==> src/rtl/ps2_pkg.sv <==
// ============================================================================
// Module      : ps2_pkg
// Description : Scancodes, held-key indices and receiver states shared by the
//               PS/2 game-input block.
// Revision    : 1.0
// ============================================================================
`default_nettype none

package ps2_pkg;

  localparam logic [7:0] SC_EXT   = 8'hE0;
  localparam logic [7:0] SC_BRK   = 8'hF0;
  localparam logic [7:0] SC_LEFT  = 8'h6B;
  localparam logic [7:0] SC_RIGHT = 8'h74;
  localparam logic [7:0] SC_UP    = 8'h75;
  localparam logic [7:0] SC_SPACE = 8'h29;
  localparam logic [7:0] SC_A     = 8'h1C;
  localparam logic [7:0] SC_D     = 8'h23;
  localparam logic [7:0] SC_W     = 8'h1D;

  typedef enum logic [2:0] {
    KEY_LEFT  = 3'd0,
    KEY_RIGHT = 3'd1,
    KEY_UP    = 3'd2,
    KEY_SPACE = 3'd3,
    KEY_A     = 3'd4,
    KEY_D     = 3'd5,
    KEY_W     = 3'd6
  } key_idx_t;

  localparam int KEY_COUNT = 7;

  typedef enum logic [1:0] {
    RX_IDLE   = 2'd0,
    RX_DATA   = 2'd1,
    RX_PARITY = 2'd2,
    RX_STOP   = 2'd3
  } rx_state_t;

endpackage

`default_nettype wire

==> src/rtl/ps2_game_input_if.sv <==
// ============================================================================
// Module      : ps2_game_input_if
// Description : PS/2 pins plus decoded key levels and receiver status.
// Revision    : 1.0
// ============================================================================
`default_nettype none

interface ps2_game_input_if;
  logic       ps2_clk;
  logic       ps2_dat;
  logic       move_left;
  logic       move_right;
  logic       jump;
  logic [7:0] rx_byte;
  logic       rx_valid;
  logic       frame_err;

  modport master (
    output ps2_clk, ps2_dat,
    input  move_left, move_right, jump, rx_byte, rx_valid, frame_err
  );

  modport slave (
    input  ps2_clk, ps2_dat,
    output move_left, move_right, jump, rx_byte, rx_valid, frame_err
  );
endinterface

`default_nettype wire

==> src/rtl/ps2_rx.sv <==
// ============================================================================
// Module      : ps2_rx
// Description : PS/2 frame receiver: pin synchroniser, framing FSM, odd-parity
//               check and mid-frame timeout.
// Revision    : 1.0
// ============================================================================
`default_nettype none

module ps2_rx #(
  parameter int TIMEOUT_CYCLES = 50000
) (
  input  wire logic       clk,
  input  wire logic       rst,
  input  wire logic       i_ps2_clk,
  input  wire logic       i_ps2_dat,
  output logic [7:0]      o_rx_byte,
  output logic            o_rx_valid,
  output logic            o_frame_err
);
  import ps2_pkg::*;

  localparam int CW = $clog2(TIMEOUT_CYCLES);
  localparam logic [CW-1:0] c_to_last = CW'(TIMEOUT_CYCLES - 1);
  localparam logic [CW-1:0] c_to_fire = CW'(TIMEOUT_CYCLES - 2);

  logic            r_clk_s1, r_clk_s2, r_clk_h;
  logic            r_dat_s1, r_dat_s2;
  rx_state_t       r_state, w_state_nxt;
  logic [7:0]      r_shift;
  logic [2:0]      r_bit_cnt;
  logic            r_par;
  logic [CW-1:0]   r_to_cnt;
  logic [7:0]      r_rx_byte;
  logic            r_rx_valid, r_frame_err;
  logic            w_fall, w_dat, w_good, w_timeout, w_valid_d, w_err_d;

  assign w_fall    = r_clk_h & ~r_clk_s2;
  assign w_dat     = r_dat_s2;
  assign w_good    = w_dat & (^{r_shift, r_par});
  // A fall in the same cycle keeps the frame alive.
  assign w_timeout = (r_state != RX_IDLE) && !w_fall && (r_to_cnt == c_to_fire);

  always_ff @(posedge clk or negedge rst) begin
    if (!rst) r_state <= RX_IDLE;
    else      r_state <= w_state_nxt;
  end

  always_comb begin
    w_state_nxt = r_state;
    if (w_timeout) begin
      w_state_nxt = RX_IDLE;
    end else if (w_fall) begin
      case (r_state)
        RX_IDLE:   if (!w_dat) w_state_nxt = RX_DATA;
        RX_DATA:   if (r_bit_cnt == 3'd7) w_state_nxt = RX_PARITY;
        RX_PARITY: w_state_nxt = RX_STOP;
        RX_STOP:   w_state_nxt = RX_IDLE;
        default:   w_state_nxt = RX_IDLE;
      endcase
    end
  end

  always_comb begin
    w_valid_d = (r_state == RX_STOP) && w_fall && w_good;
    w_err_d   = w_timeout ||
                (w_fall && (((r_state == RX_IDLE) && w_dat) ||
                            ((r_state == RX_STOP) && !w_good)));
  end

  always_ff @(posedge clk or negedge rst) begin
    if (!rst) begin
      r_clk_s1    <= 1'b1;
      r_clk_s2    <= 1'b1;
      r_clk_h     <= 1'b1;
      r_dat_s1    <= 1'b1;
      r_dat_s2    <= 1'b1;
      r_shift     <= 8'h00;
      r_bit_cnt   <= 3'd0;
      r_par       <= 1'b0;
      r_to_cnt    <= '0;
      r_rx_byte   <= 8'h00;
      r_rx_valid  <= 1'b0;
      r_frame_err <= 1'b0;
    end else begin
      r_clk_s1    <= i_ps2_clk;
      r_clk_s2    <= r_clk_s1;
      r_clk_h     <= r_clk_s2;
      r_dat_s1    <= i_ps2_dat;
      r_dat_s2    <= r_dat_s1;
      r_rx_valid  <= w_valid_d;
      r_frame_err <= w_err_d;
      if (w_valid_d) r_rx_byte <= r_shift;
      if (r_state == RX_IDLE) r_bit_cnt <= 3'd0;
      if (w_fall && (r_state == RX_DATA)) begin
        r_shift   <= {w_dat, r_shift[7:1]};
        r_bit_cnt <= r_bit_cnt + 3'd1;
      end
      if (w_fall && (r_state == RX_PARITY)) r_par <= w_dat;
      if (w_fall || (r_state == RX_IDLE))   r_to_cnt <= '0;
      else if (r_to_cnt != c_to_last)       r_to_cnt <= r_to_cnt + CW'(1);
    end
  end

  assign o_rx_byte   = r_rx_byte;
  assign o_rx_valid  = r_rx_valid;
  assign o_frame_err = r_frame_err;

endmodule

`default_nettype wire

==> src/rtl/ps2_game_input.sv <==
// ============================================================================
// Module      : ps2_game_input
// Description : PS/2 keyboard to held-key levels (left/right/jump) with E0/F0
//               prefix decoding. Define PS2_WASD_EN to add the A/D/W keys.
// Revision    : 1.0
// ============================================================================
`default_nettype none

module ps2_game_input #(
  parameter int TIMEOUT_CYCLES = 50000
) (
  input  wire logic          clk,
  input  wire logic          rst,
  ps2_game_input_if.slave    bus
);
  import ps2_pkg::*;

  logic [7:0]           w_rx_byte;
  logic                 w_rx_valid, w_frame_err;
  logic                 r_ext, r_brk;
  logic [KEY_COUNT-1:0] r_held;
  logic                 w_hit;
  key_idx_t             w_idx;

  ps2_rx #(.TIMEOUT_CYCLES(TIMEOUT_CYCLES)) u_rx (
    .clk         (clk),
    .rst         (rst),
    .i_ps2_clk   (bus.ps2_clk),
    .i_ps2_dat   (bus.ps2_dat),
    .o_rx_byte   (w_rx_byte),
    .o_rx_valid  (w_rx_valid),
    .o_frame_err (w_frame_err)
  );

  // Keypad codes share 6B/74/75 with the arrows; only the E0 forms map.
  always_comb begin
    w_hit = 1'b0;
    w_idx = KEY_LEFT;
    if (r_ext) begin
      case (w_rx_byte)
        SC_LEFT:  begin w_hit = 1'b1; w_idx = KEY_LEFT;  end
        SC_RIGHT: begin w_hit = 1'b1; w_idx = KEY_RIGHT; end
        SC_UP:    begin w_hit = 1'b1; w_idx = KEY_UP;    end
        default:  w_hit = 1'b0;
      endcase
    end else begin
      case (w_rx_byte)
        SC_SPACE: begin w_hit = 1'b1; w_idx = KEY_SPACE; end
`ifdef PS2_WASD_EN
        SC_A:     begin w_hit = 1'b1; w_idx = KEY_A;     end
        SC_D:     begin w_hit = 1'b1; w_idx = KEY_D;     end
        SC_W:     begin w_hit = 1'b1; w_idx = KEY_W;     end
`endif
        default:  w_hit = 1'b0;
      endcase
    end
  end

  always_ff @(posedge clk or negedge rst) begin
    if (!rst) begin
      r_ext  <= 1'b0;
      r_brk  <= 1'b0;
      r_held <= '0;
    end else if (w_frame_err) begin
      r_ext <= 1'b0;
      r_brk <= 1'b0;
    end else if (w_rx_valid) begin
      if (w_rx_byte == SC_EXT) begin
        r_ext <= 1'b1;
      end else if (w_rx_byte == SC_BRK) begin
        r_brk <= 1'b1;
      end else begin
        if (w_hit) r_held[w_idx] <= ~r_brk;
        r_ext <= 1'b0;
        r_brk <= 1'b0;
      end
    end
  end

  assign bus.move_left  = r_held[KEY_LEFT]  | r_held[KEY_A];
  assign bus.move_right = r_held[KEY_RIGHT] | r_held[KEY_D];
  assign bus.jump       = r_held[KEY_UP] | r_held[KEY_SPACE] | r_held[KEY_W];
  assign bus.rx_byte    = w_rx_byte;
  assign bus.rx_valid   = w_rx_valid;
  assign bus.frame_err  = w_frame_err;

endmodule

`default_nettype wire
==> src/flat_wrapper.sv <==
// flat-port wrapper written by rule: the top's interface ports become plain ports
module ps2_game_input_flat import ps2_pkg::*;
#(
  parameter int TIMEOUT_CYCLES = 50000
)
  (clk, rst, bus_ps2_clk, bus_ps2_dat, bus_move_left, bus_move_right, bus_jump, bus_rx_byte, bus_rx_valid, bus_frame_err);
  ps2_game_input_if bus_i ();
  input  wire logic clk;
  input  wire logic rst;
  input wire logic [$bits(bus_i.ps2_clk)-1:0] bus_ps2_clk;
  input wire logic [$bits(bus_i.ps2_dat)-1:0] bus_ps2_dat;
  output wire logic [$bits(bus_i.move_left)-1:0] bus_move_left;
  output wire logic [$bits(bus_i.move_right)-1:0] bus_move_right;
  output wire logic [$bits(bus_i.jump)-1:0] bus_jump;
  output wire logic [$bits(bus_i.rx_byte)-1:0] bus_rx_byte;
  output wire logic [$bits(bus_i.rx_valid)-1:0] bus_rx_valid;
  output wire logic [$bits(bus_i.frame_err)-1:0] bus_frame_err;
  assign bus_i.ps2_clk = bus_ps2_clk;
  assign bus_i.ps2_dat = bus_ps2_dat;
  assign bus_move_left = bus_i.move_left;
  assign bus_move_right = bus_i.move_right;
  assign bus_jump = bus_i.jump;
  assign bus_rx_byte = bus_i.rx_byte;
  assign bus_rx_valid = bus_i.rx_valid;
  assign bus_frame_err = bus_i.frame_err;
  ps2_game_input #(.TIMEOUT_CYCLES(TIMEOUT_CYCLES)) u_core (.clk(clk), .rst(rst), .bus(bus_i));
endmodule
==> config.mk <==
export PLATFORM = sky130hd
export DESIGN_NAME = ps2_game_input_flat
export DESIGN_NICKNAME = d
export VERILOG_FILES = /design/src/rtl/ps2_pkg.sv /design/src/rtl/ps2_game_input_if.sv /design/src/rtl/ps2_rx.sv /design/src/rtl/ps2_game_input.sv /design/src/flat_wrapper.sv
export SDC_FILE = /design/constraint.sdc
export NUM_CORES = 1
export LEC_CHECK = 0
export CAP_MARGIN = 10
export CORE_MARGIN = 4
export CORE_UTILIZATION = 40
export CTS_CLUSTER_DIAMETER = 60
export DETAILED_ROUTE_END_ITERATION = 16
export HOLD_SLACK_MARGIN = 0.12
export SYNTH_ARGS = -nofsm -noshare
export SYNTH_HDL_FRONTEND = slang
export SYNTH_SLANG_ARGS = --single-unit
==> constraint.sdc <==
create_clock -name clk -period 2 [get_ports clk]
set_input_delay 0.4 -clock clk [delete_from_list [all_inputs] [get_ports clk]]
set_output_delay 0.4 -clock clk [all_outputs]
set_load 0.02 [all_outputs]
* Word level (Yosys, flattened, before mapping)
Index checks and enable logic that the tools add are counted.
Storage, ports and cells: register bits after elaboration 54, bits of input ports 4, output and inout bits 13, word-level logic and storage cells 100
Cells by class: add/subtract/negate cells 2, $lt $le $gt $ge 2, equal/unequal tests 16, mux-type cells 26, bitwise gates (word level) 11, reductions and logical operators 27
Operators by type and width (number):
- 2-to-1 mux 16 bit | 2
- == test 8 x 7 -> 1 bit, second input constant | 3
- adder 16 x 1 -> 16 bit, second input constant | 1
- == test 16 bit, second input constant | 1
- == test 8 bit, second input constant | 2
- != test 16 bit, second input constant | 1
- 2-to-1 mux 1 bit | 12
- logical AND 1 bit | 10
- 2-to-1 mux 2 bit | 5
- nonzero test 2 bit | 5
- 2-to-1 mux 3 bit | 3
- XOR reduction 9 bit | 1
- == test 8 x 6 -> 1 bit, second input constant | 1
- case mux 2 bit (4 select lines) | 1
- bitwise mux 7 bit | 1
- != test 3 bit, second input constant | 2
- NOT 1 bit | 5
- AND reduction 5 bit | 1
- == test 2 bit, second input constant | 2
- less-than comparator 3 x 4 -> 1 bit, second input constant | 1
- bitwise OR 1 bit | 4
- case mux 2 bit (2 select lines) | 1
- AND reduction 2 bit | 2
- adder 3 x 1 -> 3 bit, second input constant | 1
- other kinds (12) | 16

* Depth between registers and ports, before layout
word-level depth 8, mapped depth 7, mapped depth without buffers 7

* Hierarchy
A second synthesis with hierarchy kept.
Second synthesis, totals: cells, all modules 226, area, all modules 2591.2 um^2
By module, submodules not included:
- ps2_rx | instances 1, cells each 192, area an instance 2219.6 um^2, sequential area each 1132.3 um^2
- ps2_game_input | instances 1, cells each 34, area an instance 371.6 um^2, sequential area each 150.1 um^2

* Worst setup path before layout
No wires, ideal clock.
kind register to register, from reg u_core.u_rx.r_shift[1], to reg u_core.u_rx.r_rx_byte[4] (netlist: u_core.u_rx.o_rx_byte[4]), library setup time 0.125 ns, data arrival time 1.708 ns, required time 1.875 ns, slack 0.167 ns, cell stages (with the launch flop) 6, buffers on the path 0, clock period less this slack 1.833 ns, cell sequence dfrtp_1 xnor2_1 xnor3_1 xnor2_2 nand4_4 mux2_4
Between the ends: cells in the longest elaborated chain, start to end 3
RTL lines:
- start: declaration | line ps2_rx.sv:29 | logic [7:0] r_shift;
- start signal: assignment | line ps2_rx.sv:95 | r_shift <= {w_dat, r_shift[7:1]};
- XOR reduction 9 bit | line ps2_rx.sv:39 | assign w_good = w_dat & (^{r_shift, r_par});
- bitwise AND 1 bit | line ps2_rx.sv:39
- logical AND 1 bit | line ps2_rx.sv:64 | w_valid_d = (r_state == RX_STOP) && w_fall && w_good;
- end signal: assignment | line ps2_rx.sv:92 | if (w_valid_d) r_rx_byte <= r_shift;
- end: declaration | line ps2_rx.sv:33 | logic [7:0] r_rx_byte;
Every way passes these cells. A chain may end at the register's enable or synchronous reset.

* Worst setup path after layout
from reg u_core.u_rx.r_shift[3], to reg u_core.u_rx.r_rx_byte[1] (netlist: u_core.u_rx.o_rx_byte[1])
The elaborated chain is that of the path after synthesis.

==> metrics.csv <==
metric,value,unit
status,"complete, no violations",
clk_latency,0.30,ns
switching_share,34.3,%
period_minus_slack,1.97,ns
power_frac_seq,46.0,%
ios,17,
maxSlewViolCount,0,
wl,4350,um
crit_family,XOR/XNOR gates,
fin_cells,312,
hold_viol,0,
worstRegToRegCells,5,
path_cells,xnor2_1 -> xnor3_1 -> xnor2_2 -> nand4_2 -> mux2_2,
area_growth,16.3,%
drt-initial-drc-count,93,
yosysTopAreaCell,dfrtp_1,
multi_input_area,1080,um2
avgSynthCellArea,11.4,um2
dr.pass1.iters,5,
maxCapViolCount,0,
irDropWorstVdd,0.000647,V
ant_nets,0,
diodes,0,
regArea,1280,um2
grt_max_degree,25,
nets,251,
die_w,85.4,um
start_util,42.3,%
power_leakage,1.29,nW
grt_overflow_total,0,
max_freq,509,MHz
worst_clock_skew,0.00822,ns
drive_gt1_share,18.8,%
cts.clk_slew.worst_paths,0.09,ns
core-area,5680,um2
reg2reg_to,u_core.u_rx.o_rx_byte[1],
crit_path_start,u_core.u_rx.r_shift[3],
synth_cell_types,37,
ys_ff_latch,51,
p_per_area,1080,nW/um2
placed_cells,298,
synth_nets,223,
vias_per_cell,5.14,
rows,27,
dpl.hpwl,2980,um
yosys-top-cells-count,"46 x dfrtp_1, 25 x nor2_1, 15 x mux2_2",
critPathRequiredTime,2.19,ns
criticalPathCategory,register to register,
finalSetupViolCount,0,
grt_pass1_vias,1563,
crit_path_end,u_core.u_rx.o_rx_byte[1],
dieArea,7300,um2
grt_pass1_wl,7440,um
synth-seq-area-share,53.5,%
gp_congestion,0.725,
drc,0,
die-height,85.4,um
path_max_fanout,4,
fill_cells,533,
slew-limit-headroom,69.7,%
intPower,1.97,mW
cts_htree_levels,2,
cts_sinks,51,
antenna_found_initial,0,
total_power,3.01,mW
crit_buf_inv,0,
vias,1603,
switchingPower,1.03,mW
slowest_stage,xnor3_1,
port_buffers,16,
fin_crit_sh,98.3,%
synth_edf_count,0,
ys_async_sr_fraction,100,%
grt_setup_unrepaired,yes,
startpoint_type,register,
min_path_type,register to register,
post_drt_wl_per_cell,13.9,um
worstMarginPinSlew,0.454,ns
numCtsBuffers,5,
syn-cell-area,2400,um2
setup-tns-final,0,ns
ys.flop_type,dfrtp_1,
slowest_delay,0.45,ns
synth_top_area_share,48.0,%
rr_startpoint,u_core.u_rx.r_shift[3],
cts-root-buf,clkbuf_8,
p_comb_share,34.7,%
reg2reg_slack,0.03,ns
yosysMostFrequentCell,dfrtp_1,
cts_tree,yes,
synth_warnings,0,
cp_data_arrival_time,2.16,ns
cp.depth,5,
synthesis.instances,211,
synth_area_leaders,"dfrtp_1 48%, mux2_2 7.0%, dfstp_2 5.5%",
clockPowerShare,19.4,%
clock_path_buffers,2,
crit_path_end_kind,register,
track_usage,12.6,%
==> worst register-to-register path: cells and delay by family (launching register included) <==
kind	cells	cell delay (ns)
flip-flops	1	0.42
multiplexers	1	0.31
AND/OR/NAND/NOR	1	0.22
XOR/XNOR	3	0.90
==> sequential cells by signal, summed over array words and instances, names as in the netlist <==
signal                   cells
u_core.u_rx.r_clk_s1         1
u_core.r_held                4
u_core.u_rx.r_bit_cnt        3
u_core.u_rx.r_par            1
u_core.u_rx.o_rx_byte        8
u_core.u_rx.r_to_cnt        16
u_core.r_brk                 1
u_core.u_rx.r_dat_s1         1
u_core.u_rx.o_frame_err      1
u_core.u_rx.r_state          2
u_core.u_rx.r_dat_s2         1
u_core.u_rx.r_shift          8
u_core.r_ext                 1
u_core.u_rx.o_rx_valid       1
u_core.u_rx.r_clk_s2         1
u_core.u_rx.r_clk_h          1
==> metal layers <==
metal / global-route usage (%) / vias to the layer above / share of wire (%)
li1: - / 786 / -
met1: 17.2 / 780 / 49
met2: 19.8 / 33 / 46
met3: 3.50 / 4 / 4.5
met4: 3.45 / 0 / 0.69
met5: 0 / - / 0
==> logic make-up after synthesis <==
kind of cell | Yosys count | synth area share (%)
AO/OA/AOI/OAI | 22 | 5.79
multiplexers | 20 | 9.55
XOR/XNOR | 19 | 7.82
buffers and inverters | 14 | 2.50
adder cells (fa/ha/maj) | 8 | 4.17
AND/OR/NAND/NOR | 77 | 16.7
flip-flops | 51 | 53.5
==> how the worst min path moves through the flow <==
stage | slack (ns) | start | to | cells after the start
2_1_floorplan | 0.10 | rst | u_core.r_brk | 0
3_5_place_dp | 0.23 | rst | u_core.r_held[2] | 1
3_3_place_gp | 0.23 | rst | u_core.r_held[0] | 1
4_1_cts | 0.36 | u_core.u_rx.r_dat_s1 | u_core.u_rx.r_dat_s2 | 0
5_1_grt | 0.36 | u_core.u_rx.r_clk_s1 | u_core.u_rx.r_clk_s2 | 0
6_report | 0.36 | u_core.u_rx.r_dat_s1 | u_core.u_rx.r_dat_s2 | 0
==> final cells by class <==
type / instances / share of cell area, %
flip-flops and latches: 51 / 46.0
multi-input cells: 147 / 38.6
repair buffers: 24 / 7.81
well taps: 72 / 3.23
clock buffers: 6 / 2.60
inverters: 10 / 1.35
clock inverters: 2 / 0.449
==> power by group through the flow <==
stage / clock network [mW] / logic [mW] / registers, mW
floorplan: 0 / 0.739 / 1.39
global placement: 0 / 0.947 / 1.39
detailed placement: 0 / 0.964 / 1.40
CTS: 0.602 / 0.971 / 1.38
global route: 0.649 / 1.14 / 1.41
finish: 0.582 / 1.04 / 1.38
==> stage by stage <==
stage / hold slack, ns / utilization (%) / area [um2] / worst slack [ns]
floorplan: 0.104 / - / 2400 / 0.167
global placement: 0.227 / 46.6 / 2640 / 0.0653
detailed placement: 0.230 / 46.6 / 2640 / 0.0412
CTS: 0.360 / 48.3 / 2740 / 0.0134
global route: 0.364 / 49.1 / 2790 / -0.0544
finish: 0.358 / 49.1 / 2790 / 0.0336
==> cells in the final DEF (no fill, tap or decap), types with 8 or more instances in the layout <==
master,count
nand2_1,14
ha_1,8
xnor2_1,9
clkdlybuf4s50_1,15
inv_1,10
dfrtp_1,46
nand3_1,12
nor2_1,25
mux2_2,15
==> timing repair <==
action	in CTS	in global routing
buffers inserted	0	4
setup endpoints to repair	0	8
hold buffers	1	0
hold endpoints to repair	4	0
resized for setup	0	1
No activity file was read; power rests on OpenSTA's default activity.
